===== src/rtl/gcn_pkg.sv =====
// Shared sizes, derived address widths and sequencer state encoding for the GCN transform stage.
package gcn_pkg;
  localparam int FEATURE_WIDTH  = 5;
  localparam int WEIGHT_WIDTH   = 5;
  localparam int DOT_PROD_WIDTH = 16;
  localparam int FEATURE_ROWS   = 6;
  localparam int FEATURE_COLS   = 96;
  localparam int WEIGHT_COLS    = 3;

  localparam int F_ADDR_W = $clog2(FEATURE_ROWS);
  localparam int W_ADDR_W = $clog2(WEIGHT_COLS);
  localparam int O_ADDR_W = $clog2(FEATURE_ROWS * WEIGHT_COLS);

  typedef enum logic [2:0] {
    IDLE, LOAD_W, CAP_W, LOAD_F, CAP_F, CALC, WRITE, DONE
  } state_e;
endpackage


===== src/rtl/gcn_index_counter.sv =====
// Nested row (i) / weight-column (j) counter; i runs fastest, output address is row-major i*WEIGHT_COLS+j.
module gcn_index_counter
  import gcn_pkg::*;
(
  input  logic                clk,
  input  logic                rst_n,
  input  logic                clr,
  input  logic                adv,
  output logic [F_ADDR_W-1:0] i,
  output logic [W_ADDR_W-1:0] j,
  output logic                i_last,
  output logic                j_last,
  output logic [O_ADDR_W-1:0] out_addr
);

  logic [F_ADDR_W-1:0] i_d, i_q;
  logic [W_ADDR_W-1:0] j_d, j_q;

  assign i_last   = (i_q == F_ADDR_W'(FEATURE_ROWS - 1));
  assign j_last   = (j_q == W_ADDR_W'(WEIGHT_COLS - 1));
  assign i        = i_q;
  assign j        = j_q;
  assign out_addr = O_ADDR_W'(i_q) * O_ADDR_W'(WEIGHT_COLS) + O_ADDR_W'(j_q);

  // j is left at its last value after the final write; clr rewinds both for the next run
  always_comb begin
    i_d = i_q;
    j_d = j_q;
    if (clr) begin
      i_d = '0;
      j_d = '0;
    end else if (adv) begin
      if (i_last) begin
        i_d = '0;
        if (!j_last) j_d = j_q + 1'b1;
      end else begin
        i_d = i_q + 1'b1;
      end
    end
  end

  always_ff @(posedge clk or negedge rst_n) begin
    if (!rst_n) begin
      i_q <= '0;
      j_q <= '0;
    end else begin
      i_q <= i_d;
      j_q <= j_d;
    end
  end

endmodule


===== src/rtl/gcn_transform_sequencer.sv =====
// Sequences weight-column / feature-row reads into the external dot-product unit and writes each product to the output map.
module gcn_transform_sequencer
  import gcn_pkg::*;
(
  input  logic                                        clk,
  input  logic                                        rst_n,
  input  logic                                        start,
  output logic [W_ADDR_W-1:0]                         read_weight_addr,
  output logic                                        enable_read_weight,
  input  logic [FEATURE_COLS-1:0][WEIGHT_WIDTH-1:0]   weight_data,
  output logic [F_ADDR_W-1:0]                         read_feature_addr,
  output logic                                        enable_read_feature,
  input  logic [FEATURE_COLS-1:0][FEATURE_WIDTH-1:0]  feature_data,
  output logic [FEATURE_COLS-1:0][FEATURE_WIDTH-1:0]  dp_feature,
  output logic [FEATURE_COLS-1:0][WEIGHT_WIDTH-1:0]   dp_weight,
  input  logic [DOT_PROD_WIDTH-1:0]                   dp_product,
  output logic [O_ADDR_W-1:0]                         output_addr,
  output logic                                        output_wr_en,
  output logic [DOT_PROD_WIDTH-1:0]                   output_data,
  output logic                                        done
);

  state_e state_d, state_q;
  logic [FEATURE_COLS-1:0][FEATURE_WIDTH-1:0] dp_feature_d, dp_feature_q;
  logic [FEATURE_COLS-1:0][WEIGHT_WIDTH-1:0]  dp_weight_d, dp_weight_q;
  logic [DOT_PROD_WIDTH-1:0]                  output_data_d, output_data_q;

  logic                clr, adv, i_last, j_last;
  logic [F_ADDR_W-1:0] idx_i;
  logic [W_ADDR_W-1:0] idx_j;
  logic [O_ADDR_W-1:0] idx_addr;

  assign clr = (state_q == IDLE);

  gcn_index_counter u_idx (
    .clk      (clk),
    .rst_n    (rst_n),
    .clr      (clr),
    .adv      (adv),
    .i        (idx_i),
    .j        (idx_j),
    .i_last   (i_last),
    .j_last   (j_last),
    .out_addr (idx_addr)
  );

  always_comb begin
    state_d       = state_q;
    dp_feature_d  = dp_feature_q;
    dp_weight_d   = dp_weight_q;
    output_data_d = output_data_q;
    adv           = 1'b0;
    unique case (state_q)
      IDLE:   if (start) state_d = LOAD_W;
      LOAD_W: state_d = CAP_W;
      CAP_W: begin
        dp_weight_d = weight_data;
        state_d     = LOAD_F;
      end
      LOAD_F: state_d = CAP_F;
      CAP_F: begin
        dp_feature_d = feature_data;
        state_d      = CALC;
      end
      // product is taken at full port width, so overflow wraps modulo 2^DOT_PROD_WIDTH
      CALC: begin
        output_data_d = dp_product;
        state_d       = WRITE;
      end
      WRITE: begin
        adv = 1'b1;
        if (!i_last)      state_d = LOAD_F;
        else if (!j_last) state_d = LOAD_W;
        else              state_d = DONE;
      end
      DONE:    if (!start) state_d = IDLE;
      default: state_d = IDLE;
    endcase
  end

  always_ff @(posedge clk or negedge rst_n) begin
    if (!rst_n) begin
      state_q       <= IDLE;
      dp_feature_q  <= '0;
      dp_weight_q   <= '0;
      output_data_q <= '0;
    end else begin
      state_q       <= state_d;
      dp_feature_q  <= dp_feature_d;
      dp_weight_q   <= dp_weight_d;
      output_data_q <= output_data_d;
    end
  end

  // Moore outputs: strobes are single-state pulses and addresses are forced to 0 outside them
  assign enable_read_weight  = (state_q == LOAD_W);
  assign read_weight_addr    = enable_read_weight ? idx_j : '0;
  assign enable_read_feature = (state_q == LOAD_F);
  assign read_feature_addr   = enable_read_feature ? idx_i : '0;
  assign output_wr_en        = (state_q == WRITE);
  assign output_addr         = output_wr_en ? idx_addr : '0;
  assign output_data         = output_data_q;
  assign dp_feature          = dp_feature_q;
  assign dp_weight           = dp_weight_q;
  assign done                = (state_q == DONE);

endmodule


===== config.mk =====
export PLATFORM = sky130hd
export DESIGN_NAME = gcn_transform_sequencer
export DESIGN_NICKNAME = d
export VERILOG_FILES = /design/src/rtl/gcn_pkg.sv /design/src/rtl/gcn_index_counter.sv /design/src/rtl/gcn_transform_sequencer.sv
export SDC_FILE = /design/constraint.sdc
export NUM_CORES = 1
export LEC_CHECK = 0
export CAP_MARGIN = 10
export CORE_AREA = 5 5 753 755
export DETAILED_ROUTE_END_ITERATION = 8
export DIE_AREA = 0 0 758 760
export GPL_TIMING_DRIVEN = 0
export HOLD_SLACK_MARGIN = 0.15
export PLACE_DENSITY = 0.3
export SETUP_SLACK_MARGIN = 0.1
export SLEW_MARGIN = 5
export SYNTH_ARGS = -nofsm -noshare
export SYNTH_HDL_FRONTEND = slang
export SYNTH_SLANG_ARGS = --single-unit
export TNS_END_PERCENT = 1

===== constraint.sdc =====
create_clock -name clk -period 3.16 [get_ports clk]
set_input_delay 0.79 -clock clk [delete_from_list [all_inputs] [get_ports clk]]
set_output_delay 0.79 -clock clk [all_outputs]
set_load 0.1 [all_outputs]

==> results_dict.tcl, run 1 <==
set metrics [dict create \
    run_status "finished with violations" \
    violations "negative setup slack" \
    fin_crit_ns 3.610 \
    critPathRequiredTime_ns 2.37 \
    clockBufferDepth 4 \
    rsz0062_at_grt "yes" \
    wl_per_cell_um 35.71 \
    p_per_area_nw_per_um2 537.0 \
    grt_pass1_vias 32780 \
    worstPathMaxFanout 2 \
    ir_worst_vdd_uv 317.9 \
    ant_nets 0 \
    finalHoldViolations 0 \
    htree_num_levels 4 \
    die_x_um 758 \
    cts_tree "yes" \
    critPathCaptureType "output port" \
    finClkSkew_ns 0.05261 \
    crit_arrival_ns 2.82 \
    power_frac_clock_pct 43.3 \
    worst_slew_pin_slew_ns 1.213 \
    max_freq_mhz 277.0 \
    p_sw_share_pct 35.30 \
    synthCells 2145 \
    path_clk_slew_ns 0.06 \
    slew_headroom_pct 18.97 \
    path_class "register to output port" \
    p_seq_share_pct 33.7 \
    die_area_sq_um 576100 \
    p_sw_w 0.01433 \
    syn_area_sq_um 37830 \
    vias_per_cell 2.586 \
    clk_latency_ns 0.85 \
    layout-drive-gt1-share_pct 40.56 \
    yosysUniqueCellTypes 37 \
    route.detailed.drc 0 \
    synth_warnings 0 \
    grt_pass1_wl_um 509100 \
    holdWs_ns 0.2493 \
    p_int_w 0.02628 \
    combPwrFrac_pct 23.0 \
    wirelength_um 431000 \
    drt-pass1-iter-count 4 \
    hold_class "input pin to asynchronous set/reset pin" \
    io_buffers 1968 \
    grt_usage_pct 14.41 \
    grt-ovfl-total 0 \
    syn_area_per_cell_sq_um 17.63 \
    period_share_pct 114.3 \
    cts_buffers 152 \
    worstSetupStartpointType "register" \
    cts_sinks 984 \
    area_delta_synth_final_pct 99.92 \
    leakage_nw 32.87 \
    antenna_found_initial 540 \
    ys_ff_latch 984 \
    ys_seq_area_share_pct 65.10 \
    root_buffer "clkbuf_16" \
    nNetsFinal 5341 \
    total_power_w 0.04061 \
    fp.dieH_um 760 \
    hpwl_um 386500 \
    num_rows 275 \
    finalSetupViolCount 4 \
    num_vias 31214 \
    final_max_slew_viol_count 0 \
    gp_congestion 0.9354 \
    fin_ws_ns -0.4505 \
    ios 1969 \
    floorplan.initialDensity_pct 6.765 \
    drt_iter0_markers 1406 \
    coreArea_sq_um 559100 \
    max_cap_violations 0 \
    grt_max_degree 140 \
    syn_nets 3134 \
]
path summary, 6_finish.rpt:
path                                 start              end  cells after the start  slack [ns]
setup / recovery                u_idx.i[1]   output_addr[2]                      5       -0.45
hold / removal                       rst_n    dp_weight[32]                      3        0.25
setup reg to reg                state_q[1]  dp_feature[112]                      7        0.39
hold reg to reg            dp_feature[270]  dp_feature[270]                      1        0.50
max in group asynchronous            rst_n       u_idx.i[1]                      5        0.80
min in group clk           dp_feature[270]  dp_feature[270]                      1        0.50
worst max-delay path, stage by stage, from the launching register on:
cell and delay, ns:
dfrtp_2 0.43, fa_2 0.49, ha_4 0.18, fa_2 0.54, and2_4 0.15, buf_12 0.17
power groups by stage:
| stage | Sequential, W | Combinational [W] | Clock (W) |
|---|---|---|---|
| global route | 0.0138 | 0.00960 | 0.0188 |
| finish | 0.0137 | 0.00935 | 0.0176 |
| global placement | 0.0140 | 0.00929 | 0 |
| CTS | 0.0137 | 0.00954 | 0.0185 |
| floorplan | 0.0185 | 0.000636 | 0 |
| detailed placement | 0.0139 | 0.00957 | 0 |
flip-flops by register name, indices dropped and copies added, names as in the netlist:
signal	count
state_q	3
dp_weight	480
output_data	16
u_idx.i	3
dp_feature	480
u_idx.j	2
cell type report:
cell class	count	area [sq um]
sequential	984	24630
tap	7479	9358
timing repair buffer	2053	22980
fill	62612	483500
buffer	113	998.5
antenna	130	325.3
inverter	5	23.77
clock buffer	215	4363
multi-input combinational	1043	12330
clock inverter	47	606.8
metal layers:
metal	part of all wire [%]	GRT usage [%]	vias up
met3	18	11.67	1033
met5	0.63	0	-
met1	35	15.06	15325
li1	-	-	12271
met4	3.9	4.540	428
met2	42	21.71	2157
cells in the final DEF, fill, tap and decap left out, types with 3 or more instances in the layout:
| master | instances |
|---|---|
| ha_1 | 5 |
| buf_16 | 11 |
| mux2_2 | 755 |
| nand2_1 | 4 |
| clkbuf_1 | 33 |
| nand3_1 | 7 |
| dlymetal6s2s_1 | 534 |
| dfrtp_1 | 979 |
| o21ai_0 | 6 |
| clkdlybuf4s50_1 | 1036 |
| buf_4 | 50 |
| clkdlybuf4s15_2 | 335 |
| nand4b_1 | 4 |
| ha_4 | 3 |
| clkinv_8 | 6 |
| buf_8 | 14 |
| buf_2 | 90 |
| mux2_1 | 21 |
| bufinv_16 | 9 |
| and2_4 | 6 |
| mux2_4 | 200 |
| buf_12 | 82 |
| diode_2 | 130 |
| clkinv_4 | 3 |
| buf_6 | 8 |
| inv_6 | 4 |
| dfrtp_2 | 5 |
| clkinv_2 | 18 |
| clkinvlp_4 | 5 |
| and3_4 | 3 |
| clkbuf_8 | 29 |
| clkbuf_16 | 156 |
per-stage QoR:
stage                     setup TNS [ns]  util [%]  worst slack (ns)  cell area [sq um]  std cells
after CTS                         -87.75     13.20           -0.6028              73820      11933
final                             -1.269     13.52           -0.4505              75620      12069
after detailed placement          -11.72     12.18           -0.6596              68120      11662
after global placement                 -     11.96            -51.34              66900      11592
after global routing              -1.973     13.49           -0.6023              75430      11991
after floorplan                  -0.1356         -          -0.07698              37840       2145
cell usage after synthesis:
cell,count,area [sq um]
o211ai_1,1,7.510
a21o_1,1,7.510
mux2_4,200,3003
ha_1,8,100.1
nor2b_4,1,13.76
nor3b_1,1,7.510
fa_1,2,40.04
xnor2_1,1,8.760
buf_4,43,322.8
buf_8,12,180.2
and2_1,6,37.54
buf_2,42,210.2
inv_2,1,3.750
nand3b_1,2,15.01
nand4b_1,4,35.03
nor2_1,3,11.26
a21oi_1,2,10.01
nand2_1,5,18.77
buf_12,10,200.2
and3_1,4,25.02
clkbuf_1,4,15.01
a31oi_1,1,6.260
mux2_2,755,8502
nand4_1,2,12.51
nand3_1,7,35.03
a21boi_0,2,15.01
dfrtp_1,984,24620
buf_6,2,22.52
o22ai_1,1,6.260
o31ai_1,1,7.510
o21ai_0,6,30.03
o21a_1,1,7.510
mux2_1,21,236.5
and3b_1,1,8.760
nor3_1,1,5.000
inv_1,4,15.01
nor2b_1,3,18.77
kinds of logic (layout without fill, tap and decap cells):
family,Yosys count,count (layout),share of synthesized area [%]
adders and majority gates,10,10,0.3705
and+or+nand+nor,40,40,0.6450
buffers and inverters,118,2433,2.564
AOI/OAI and AO/OA,16,16,0.2581
muxes,976,976,31.04
other,0,130,0
xor gates and xnor gates,1,1,0.02316
DFF,984,984,65.10
timing repair:
| action | CTS | global route |
|---|---|---|
| endpoints found under the setup margin | 934 | 879 |
| pin swaps | 6 | 5 |
| endpoints found under the hold margin | 72 | 30 |
| buffers inserted | 8 | 4 |
| gates resized for setup | 1148 | 553 |
| hold buffers | 1 | 2 |
Note: power is estimated with default switching activity, not from simulation.
==> run 2: changes to the inputs <==
CORE_AREA = 5 5 760 762   (was 5 5 753 755)
DIE_AREA = 0 0 765 767   (was 0 0 758 760)
==> results_dict.tcl, run 2 (synthesis results as in run 1) <==
set metrics [dict create \
    drt-pass1-iter-count 4 \
    route.detailed.drc 0 \
    run_status "finished with violations" \
    area_delta_synth_final_pct 98.99 \
    layout-drive-gt1-share_pct 40.66 \
    grt_pass1_wl_um 514100 \
    drt_iter0_markers 1470 \
    ios 1969 \
    p_per_area_nw_per_um2 546.6 \
    wl_per_cell_um 35.92 \
    num_rows 278 \
    max_freq_mhz 278.0 \
    place_ws_ns -0.7296 \
    critPathCaptureType "output port" \
    vias_per_cell 2.579 \
    hpwl_um 389900 \
    r2r_slack_ns 0.21 \
    period_share_pct 113.8 \
    setup_tns_ns -1.080 \
    cts_tree "yes" \
    gp_congestion 0.9712 \
    coreArea_sq_um 570800 \
    ir_worst_vdd_uv 325.0 \
    reg2reg_to "dp_feature[87]" \
    utilization_pct 13.19 \
    antenna_found_initial 504 \
    grt_pass1_vias 32330 \
    reg2reg_from "state_q[1]" \
    place_inst 11723 \
    fin_ws_ns -0.4369 \
    io_buffers 1968 \
    die_area_sq_um 586800 \
    hold_class "input pin to asynchronous set/reset pin" \
    path_class "register to output port" \
    final_cell_mix "1019 x clkdlybuf4s50_1, 979 x dfrtp_1, 755 x mux2_2, 537 x dlymetal6s2s_1, 315 x clkdlybuf4s15_2" \
    path_clk_slew_ns 0.05 \
    root_buffer "clkbuf_16" \
    nNetsFinal 5319 \
    clockBufferDepth 4 \
    ant_nets 0 \
    layout_commonest_cell "clkdlybuf4s50_1" \
    finalSetupViolCount 4 \
    slew_headroom_pct 21.17 \
    worstSetupStartpointType "register" \
    cts_sinks 984 \
    floorplan.initialDensity_pct 6.627 \
    worstPathMaxFanout 2 \
    holdWs_ns -0.1433 \
    final_max_slew_viol_count 0 \
    fin_crit_ns 3.597 \
    r2r_cells 7 \
    rsz0062_at_grt "yes" \
    wirelength_um 436100 \
    grt_usage_pct 14.31 \
    num_vias 31309 \
    violations "negative hold slack, negative setup slack" \
    leakage_nw 32.73 \
    finalHoldViolations 41 \
    clk_latency_ns 0.87 \
    finClkSkew_ns 0.06442 \
    critPathRequiredTime_ns 2.37 \
    crit_arrival_ns 2.81 \
    cts_buffers 153 \
    htree_num_levels 4 \
    die_x_um 765 \
    instances_no_fill 12140 \
    grt-ovfl-total 0 \
    max_cap_violations 0 \
    grt_max_degree 146 \
    worst_slew_pin_slew_ns 1.180 \
    fp.dieH_um 767 \
]
==> run 2: how the worst max path moves through the flow <==
stage | from | end | slack (ns) | depth (start not counted)
floorplan | u_idx.i[0] | output_addr[3] | -0.08 | 5
global placement | rst_n | dp_weight[164] | -51.95 | 1
detailed placement | u_idx.i[0] | output_addr[3] | -0.73 | 6
CTS | u_idx.i[1] | output_addr[3] | -0.63 | 6
global route | u_idx.i[0] | output_addr[2] | -0.58 | 5
finish | u_idx.i[0] | output_addr[2] | -0.44 | 5
==> run 2: cell type report <==
cell class | instances | area (sq um)
clock inverter | 48 | 680.7
multi-input combinational | 1043 | 12350
buffer | 113 | 994.7
fill | 63954 | 495500
inverter | 5 | 23.77
tap | 7560 | 9459
timing repair buffer | 2030 | 22340
antenna | 136 | 340.3
clock buffer | 221 | 4448
sequential | 984 | 24630
==> run 2: critical path, cell delays in order, from the launching register on <==
cell	delay [ns]
dfrtp_2	0.43
fa_2	0.50
ha_4	0.18
fa_2	0.52
and2_4	0.15
buf_12	0.17
==> run 2: timing repair <==
| action | 4_1_cts | 5_1_grt |
|---|---|---|
| buffers inserted | 11 | 2 |
| resized for setup | 1113 | 554 |
| hold endpoints to repair | 101 | 101 |
| pin swaps | 11 | 9 |
| endpoints found under the setup margin | 868 | 610 |
==> run 2: stage by stage <==
stage | total power (W) | cell area (sq um)
2_1_floorplan | 0.01912 | 37840
3_3_place_gp | 0.02344 | 67000
3_5_place_dp | 0.02357 | 67680
4_1_cts | 0.04239 | 73530
5_1_grt | 0.04270 | 75010
6_report | 0.04114 | 75270
==> run 2: power breakdown <==
group | internal [W] | total (W) | switching [W]
Combinational | 0.00259 | 0.00941 | 0.00682
Sequential | 0.0132 | 0.0137 | 0.000441
Clock | 0.0108 | 0.0180 | 0.00726
Total | 0.0266 | 0.0411 | 0.0145
==> run 2: per-layer routing <==
metal / wire length [um] / vias to the layer above / GRT usage [%]
li1: - / 12240 / -
met1: 150500 / 15354 / 14.43
met2: 190100 / 2216 / 22.50
met3: 76820 / 1067 / 11.61
met4: 15880 / 432 / 3.864
met5: 2840 / - / 0
==> run 3: changes to the inputs <==
--- a/config.mk
+++ b/config.mk
@@ -8,4 +8,5 @@
 export CAP_MARGIN = 10
 export CORE_AREA = 5 5 760 762
+export CTS_BUF_LIST = sky130_fd_sc_hd__clkbuf_2 sky130_fd_sc_hd__clkbuf_4 sky130_fd_sc_hd__clkbuf_8
 export DETAILED_ROUTE_END_ITERATION = 8
 export DIE_AREA = 0 0 765 767
==> constraint.sdc (replaced) <==
create_clock -name clk -period 3.16 [get_ports clk]
set_input_delay 0.79 -clock clk [delete_from_list [all_inputs] [get_ports clk]]
set_output_delay 0.79 -clock clk [all_outputs]
set_load 0.01 [all_outputs]
==> results_dict.tcl, run 3 (synthesis results as in run 1) <==
set metrics [dict create \
    critical_path.max_stage_delay_ns 0.61 \
    max_cap_violations 0 \
    num_vias 32941 \
    path_class "register to output port" \
    area_delta_synth_final_pct 102.9 \
    total_power_w 0.03713 \
    layout_commonest_cell "clkdlybuf4s50_1" \
    finClkSkew_ns 0.1416 \
    final_cell_mix "1459 x clkdlybuf4s50_1, 905 x dfrtp_1, 755 x mux2_2, 440 x dlygate4sd2_1, 401 x dlygate4sd3_1" \
    drt-pass1-iter-count 5 \
    ir_worst_vdd_uv 310.6 \
    fin_ws_ns -0.6215 \
    floorplan.initialDensity_pct 6.627 \
    die_x_um 765 \
    hold_buffers 402 \
    critPathCaptureType "output port" \
    io_buffers 1968 \
    holdWs_ns -0.05864 \
    vias_per_cell 2.605 \
    finalSetupViolCount 8 \
    cts_tree "yes" \
    critPathRequiredTime_ns 2.37 \
    run_status "finished with violations" \
    num_rows 278 \
    gp_congestion 1.027 \
    drt_iter0_markers 1375 \
    place_ws_ns -0.5701 \
    crit_slowest_cell "fa_2" \
    hpwl_um 394400 \
    cp_num_buf_inv 1 \
    finalHoldViolations 17 \
    clk_latency_ns 1.10 \
    ios 1969 \
    wl_per_cell_um 35.03 \
    cts_buffers 229 \
    wirelength_um 443000 \
    grt_max_degree 144 \
    grt_pass1_vias 34803 \
    r2r_cells 6 \
    period_share_pct 119.7 \
    fin_crit_ns 3.781 \
    rsz0062_at_grt "yes" \
    setup_tns_ns -2.607 \
    grt_usage_pct 14.53 \
    worstSetupStartpointType "register" \
    cts_sinks 984 \
    violations "negative hold slack, negative setup slack" \
    crit_arrival_ns 2.99 \
    slew_headroom_pct 33.49 \
    htree_num_levels 4 \
    p_per_area_nw_per_um2 483.9 \
    worst_slew_pin_slew_ns 0.9977 \
    ant_nets 0 \
    path_clk_slew_ns 0.06 \
    route.detailed.drc 0 \
    crit_family "adder cells" \
    grt-ovfl-total 0 \
    die_area_sq_um 586800 \
    worstPathMaxFanout 2 \
    hold_class "input pin to asynchronous set/reset pin" \
    max_freq_mhz 264.4 \
    root_buffer "clkbuf_8" \
    coreArea_sq_um 570800 \
    grt_pass1_wl_um 524600 \
    layout-drive-gt1-share_pct 33.27 \
    place_area_sq_um 67190 \
    fp.dieH_um 767 \
    path_cells "fa_2 > ha_4 > fa_1 > and2_1 > buf_2" \
    fill_cells 64044 \
    leakage_nw 29.66 \
    design_area_sq_um 76740 \
    final_max_slew_viol_count 0 \
    antenna_found_initial 510 \
    nNetsFinal 5754 \
    cp.depth 5 \
    clockBufferDepth 4 \
]
[run 3: final cells by class]
type / count / area [sq um] / share of cell area (%)
Antenna cell: 147 / 367.9 / 0.4793
Timing Repair Buffer: 2389 / 23530 / 30.66
Tap cell: 7560 / 9459 / 12.33
Multi-Input combinational cell: 1043 / 12320 / 16.06
Sequential cell: 984 / 24720 / 32.22
Clock inverter: 53 / 885.9 / 1.154
Buffer: 113 / 1001 / 1.304
Clock buffer: 351 / 4424 / 5.765
Inverter: 5 / 23.77 / 0.03098
[run 3: final timing paths]
kind / startpoint / end / slack, ns
setup reg to reg: state_q[1] / dp_feature[82] / 0.26
hold reg to reg: dp_feature[287] / dp_feature[287] / 0.49
hold / removal: rst_n / dp_weight[239] / -0.06
min in group clk: weight_data[371] / dp_weight[371] / 0.34
setup / recovery: u_idx.i[1] / output_addr[2] / -0.62
max in group asynchronous: rst_n / u_idx.i[1] / 0.40
[run 3: layer usage]
metal  routed length (um)  global-route usage (%)
met5                 2368                       0
met2               195200                   22.99
met4                16350                   4.402
met1               161400                   15.42
met3                67630                   10.04
[run 3: power breakdown]
part | switching (W) | internal, W | total (W)
sequential | 0.000508 | 0.0133 | 0.0138
combinational | 0.00254 | 0.00275 | 0.00529
clock | 0.00746 | 0.0106 | 0.0181
[run 3: metrics by stage]
stage	instances	hold WS, ns	utilization [%]
after global placement	11673	0.4783	11.74
after floorplan	2145	0.4944	-
after detailed placement	11680	0.4759	11.77
after global routing	12560	-0.1201	13.41
after CTS	12497	0.1502	13.38
final	12645	-0.05864	13.44
[run 3: repair_timing]
item / CTS / global route
pin swaps: 5 / 3
buffers inserted: 11 / 1
endpoints found under the hold margin: 543 / 92
endpoints found under the setup margin: 933 / 266
resized for setup: 786 / 9
